### src/rtl/alu_mul_sequencer.sv
// Shift-add multiplier controller that borrows the shared single-cycle ALU.
// The ALU sees the shifted multiplicand on a and the running accumulator on b.
// Each cycle it either adds them or passes the accumulator through, depending
// on the current low multiplier bit.
module alu_mul_sequencer #(
   parameter int unsigned W     = 64,
   parameter int unsigned CNT_W = $clog2(W)
) (
   input  logic         clk,
   input  logic         reset,
   input  logic         req_valid,
   output logic         req_ready,
   input  logic [W-1:0] op_a,
   input  logic [W-1:0] op_b,
   output logic         resp_valid,
   input  logic         resp_ready,
   output logic [W-1:0] product,
   output logic         resp_zero,
   output logic [W-1:0] alu_a,
   output logic [W-1:0] alu_b,
   output logic [3:0]   alu_ctrl,
   input  logic [W-1:0] alu_result
);

   localparam logic [1:0] StIdle = 2'd0;
   localparam logic [1:0] StRun  = 2'd1;
   localparam logic [1:0] StDone = 2'd2;

   localparam logic [3:0] AluAdd   = 4'b0010;
   localparam logic [3:0] AluPassB = 4'b0111;

   localparam logic [CNT_W-1:0] CntLast = CNT_W'(W - 1);

   logic [1:0]       state_q, state_d;
   logic [W-1:0]     acc_q, acc_d;
   logic [W-1:0]     mcand_q, mcand_d;
   logic [W-1:0]     mplier_q, mplier_d;
   logic [CNT_W-1:0] cnt_q, cnt_d;

   // Next-state: load operands on accept, one shift-add step per RUN cycle.
   always_comb begin
      state_d  = state_q;
      acc_d    = acc_q;
      mcand_d  = mcand_q;
      mplier_d = mplier_q;
      cnt_d    = cnt_q;
      case (state_q)
         StIdle: begin
            if (req_valid) begin
               state_d  = StRun;
               mcand_d  = op_a;
               mplier_d = op_b;
               acc_d    = '0;
               cnt_d    = '0;
            end
         end
         StRun: begin
            acc_d    = alu_result;
            mcand_d  = mcand_q << 1;
            mplier_d = mplier_q >> 1;
            // Last iteration still updates acc; counter just stops.
            if (cnt_q == CntLast) begin
               state_d = StDone;
            end else begin
               cnt_d = cnt_q + CNT_W'(1);
            end
         end
         StDone: begin
            if (resp_ready) begin
               state_d = StIdle;
            end
         end
         default: begin
            state_d = StIdle;
         end
      endcase
   end

   // Handshake and ALU drive; ALU is parked on pass-b of the accumulator outside RUN.
   always_comb begin
      req_ready  = (state_q == StIdle);
      resp_valid = (state_q == StDone);
      product    = acc_q;
      resp_zero  = (acc_q == '0);
      alu_b      = acc_q;
      alu_a      = '0;
      alu_ctrl   = AluPassB;
      if (state_q == StRun) begin
         alu_a    = mcand_q;
         alu_ctrl = mplier_q[0] ? AluAdd : AluPassB;
      end
   end

   // State registers with synchronous reset.
   always_ff @(posedge clk) begin
      if (reset) begin
         state_q  <= StIdle;
         acc_q    <= '0;
         mcand_q  <= '0;
         mplier_q <= '0;
         cnt_q    <= '0;
      end else begin
         state_q  <= state_d;
         acc_q    <= acc_d;
         mcand_q  <= mcand_d;
         mplier_q <= mplier_d;
         cnt_q    <= cnt_d;
      end
   end

endmodule
### config.mk
export PLATFORM = sky130hd
export DESIGN_NAME = alu_mul_sequencer
export DESIGN_NICKNAME = d
export VERILOG_FILES = /design/src/rtl/alu_mul_sequencer.sv
export SDC_FILE = /design/constraint.sdc
export NUM_CORES = 1
export LEC_CHECK = 0
export BUFFER_PORTS_ARGS = -buffer_cell sky130_fd_sc_hd__buf_2
export CELL_PAD_IN_SITES_DETAIL_PLACEMENT = 2
export CELL_PAD_IN_SITES_GLOBAL_PLACEMENT = 2
export CORE_MARGIN = 4
export CORE_UTILIZATION = 26
export CTS_CLUSTER_SIZE = 30
export DETAILED_ROUTE_END_ITERATION = 10
export GPL_ROUTABILITY_DRIVEN = 0
export GPL_TIMING_DRIVEN = 0
export PLACE_DENSITY = 0.84
export SLEW_MARGIN = 10
export SYNTH_ARGS = -nofsm -noshare
export SYNTH_HDL_FRONTEND = slang
export SYNTH_SLANG_ARGS = --single-unit
### constraint.sdc
create_clock -name clk -period 1.8 [get_ports clk]
set_clock_uncertainty 0.1 [all_clocks]
set_input_delay 0.09 -clock clk [delete_from_list [all_inputs] [get_ports clk]]
set_output_delay 0.09 -clock clk [all_outputs]
set_load 0.02 [all_outputs]
### Word-level counts from Yosys, hierarchy flattened

Index checks and enable logic that the tools add are counted.
Widths: inputs -> output; s select.

| word-level totals | value |
|---|---|
| register bits after elaboration | 200 |
| latch bits | 0 |
| memory bits (writable) | 0 |
| ROM bits | 0 |
| logic and storage cells | 35 |
| memories | 0 |

| operators by class | value |
|---|---|
| add/sub/neg operators | 1 |
| multipliers | 0 |
| div/mod/pow operators | 0 |
| order comparisons | 0 |
| equal/unequal tests | 7 |
| shifts and indexed selects | 0 |
| mux-type cells | 16 |
| bitwise operators | 0 |
| reductions and logical operators | 6 |

Operators by type and width:

| kind | count |
|---|---|
| $pmux 64 s2 | 3 |
| $mux 64 | 4 |
| $logic_not 64->1 | 1 |
| $mux 6 | 2 |
| $pmux 6 s2 | 1 |
| $add 6x1->6 const B | 1 |
| $eq 6x6->1 const B | 1 |
| $mux 2 | 3 |
| $mux 3 | 2 |
| $ne 2x2->1 const B | 3 |
| $pmux 2 s3 | 1 |
| $reduce_and 3->1 | 2 |
| $eq 2x1->1 const B | 1 |
| $eq 2x2->1 const B | 1 |
| $logic_not 2->1 | 1 |
| $ne 2x1->1 const B | 1 |
| $reduce_and 2->1 | 1 |
| $reduce_bool 2->1 | 1 |

### Depth between registers and ports, before layout

| logic depth | value |
|---|---|
| word-level depth | 3 |
| gate-level depth with buffers | 7 |
| mapped depth without buffers | 4 |

### Least setup slack after synthesis

Ideal clock, no wire load.

| timing path | value |
|---|---|
| path kind | reg2out |
| start | reg acc_q[32], in the netlist alu_b[32] |
| end | out resp_zero |
| data arrival time | 1.502 ns |
| path slack | 0.108 ns |
| cell stages (with the launch flop) | 4 |
| cells stage by stage | dfxtp_1 nor4_1 nand4_1 nor4_1 |

| between the ends | value |
|---|---|
| longest elaborated chain between the ends | 1 |

Ends and longest elaborated chain:

| item | RTL line | text |
|---|---|---|
| start, declared | 35 | `logic [W-1:0] acc_q, acc_d;` |
| start signal, assigned | 98 | `acc_q <= '0;` |
| start signal, assigned | 104 | `acc_q <= acc_d;` |
| $logic_not 64->1 | 84 | `resp_zero = (acc_q == '0);` |
| end, declared | 18 | `output logic resp_zero,` |

Every way passes these cells.

### Final worst setup path

| timing path | value |
|---|---|
| start | reg acc_q[20], in the netlist alu_b[20] |
| end | out resp_zero |

Same word-level chain as after synthesis.

==> results.toml <==
[setup_path]
critPathKind = "reg -> out"
crit_path_end_kind = "output pin"
reg2reg_from = "state_q[0]$_SDFFE_PP0P_"
cp.arrival_ps = 1930
worstSetupStartpoint = "alu_b[20]$_SDFFE_PP0P_"
cp-start-kind = "flop"
crit_path_max_fanout = 4
crit_required_ps = 1610

[die]
ios = 395
dieArea_um2 = 38000
rows = 68
core_um2 = 34500
die_h_um = 195
start_util_pct = 26.3
die_width_um = 195

[route]
wire_per_inst_um = 27.2
drc = 0
drtPass1Iterations = 6
drt-initial-drc-count = 621
wirelength_mm = 61.3
avgViaCountPerCell = 5.19
ant_nets = 0
vias = 11700

[run_status]
violations = "negative setup slack"
run_status = "finished with violations"

[clock_network]
clockBufferDepth = 2
cts_made_buffers = 17
cts_tree = "done"
clk_latency_ps = 470
cts-htree-levels = 4
ctsRootBufferMaster = "clkbuf_16"
clk_pin_slew_ps = 80
clock_sinks = 200

[sta]
worst_pin_slew_ps = 892
fin_ws_ps = -323
setup_viol = 83
setup_tns_ps = -5430
fin_crit_ps = 2120
slew_viol_final = 0
max_clock_freq_mhz = 471
maxSlewHeadroom_pct = 40.5
hold_violations = 0
rsz0062_at_grt = "true"
fin_crit_sh_pct = 118

[finish]
fin_nets = 1970
mostFrequentLayoutCells = "340 x buf_2, 194 x dlygate4sd3_1, 191 x nand2_1"
layout_commonest_cell = "buf_2"
area_growth_pct = 75.9
layout-drive-gt1-share_pct = 42.1

[logic_synthesis]
seq_area_frac_synth_pct = 44.1
ys_seq_elements = 200
ys_async_sr_fraction_pct = 0
synth-main-ff-cell = "dfxtp_1"
syn_area_per_cell_um2 = 7.98
synth_nets = 1334
synth_top_area_share_pct = 44.1
synth_edf_count = 0
synth_area_leader_cell = "dfxtp_1"
synth.area.top_cells = "dfxtp_1 44%, nand2_1 8.0%, a21oi_1 7.1%, a311oi_1 5.8%, buf_4 5.7%"
synth_area_um2 = 9080
syn_inst = 1137
netlist-cell-type-count = 39
yosysWarnings = 0

[hold_path]
hp-class = "in -> reg"
min_from = "reset"

[global_routing]
antenna_found_initial = 10
grtUsageTotal_pct = 28.9
grt_pass1_vias = 13300
overflow = 0
grt_max_degree = 19
grt_pass1_wl_mm = 85.8

[power_and_ir_drop]
total_power_w = 0.0124
p_leak_nw = 7.30
ir_worst_vdd_mv = 0.695
power.density_nw_per_um2 = 775

[placement]
dpl.hpwl_mm = 31.8
io_buffers = 392
pre_cts_ws_ps = -491

[flow_run]
maxCapViolCount = 0
## registers in the layout (all words and copies together) (netlist names)
| name | flops |
|---|---|
| alu_b | 64 |
| cnt_q | 6 |
| mcand_q | 64 |
| mplier_q | 64 |
| state_q | 2 |
## through the flow
stage                     area [um^2]  util, %  hold slack (ps)  std cells
after floorplan                  9080        -              124       1137
after global placement          11600     33.7              238       1984
after detailed placement        11600     33.7              240       1984
after CTS                       15400     44.6              161       2232
after global routing            16000     46.3              209       2252
final                           16000     46.3              205       2252
## where the power goes
group          leakage [nW]  internal (W)  switching, W
clock network         0.266       0.00195       0.00212
registers              1.66       0.00474      0.000351
logic                  5.37       0.00148       0.00174
## layout make-up
class	instances	area (um^2)
flip-flops and latches	200	4030
fillers	3694	18500
well taps	455	569
clock buffers	18	429
plain buffers	164	1340
inverters	4	15.0
multi-input cells	764	4640
diodes	11	27.5
repair buffers	622	4770
clock inverters	14	138
## final timing paths
| check | end | slack [ps] | cells past startpoint |
|---|---|---|---|
| hold / removal | cnt_q[0]$_SDFFE_PP0P_ | 210 | 4 |
| setup / recovery | resp_zero | -320 | 4 |
| hold reg to reg | mplier_q[16]$_SDFFE_PP0P_ | 380 | 2 |
| setup reg to reg | mplier_q[48]$_SDFFE_PP0P_ | -100 | 6 |
## metal layers
metal,up-vias,global-route usage (%),routed length (um)
met4,2,10.4,2470
met2,452,54.1,32200
met5,-,0,10
met3,135,5.43,2920
li1,5169,-,-
met1,5934,32.7,23700
## worst max-delay path, stage by stage, from the launching register on
cell,delay [ps]
dfxtp_1,370
nor4_2,370
nand4_1,190
nor4_2,340
buf_4,210
## synth_stat cells, drive strengths merged, types with 4 or more instances
master  instances
and2           64
inv             4
clkbuf         44
a22oi          64
nand4           4
dfxtp         200
a21oi         129
buf           125
nor2          131
o21ai          64
nor4           17
a311oi         63
nand2         194
## cell families after synthesis
kind of cell	synth area share, %
adder cells (fa/ha/maj)	0.138
flip-flops	44.1
buffers and inverters	11.5
multiplexers	0.331
AO/OA/AOI/OAI	23.6
other	0.0827
AND/OR/NAND/NOR	20.2
## repair_timing
item,in CTS,in global routing
hold buffers,195,0
resized for setup,293,157
cloned,7,4
endpoints found under the hold margin,195,0
pin swaps,34,21
setup buffers,16,13
endpoints found under the setup margin,177,219
Note: power is estimated with default switching activity, not from simulation.
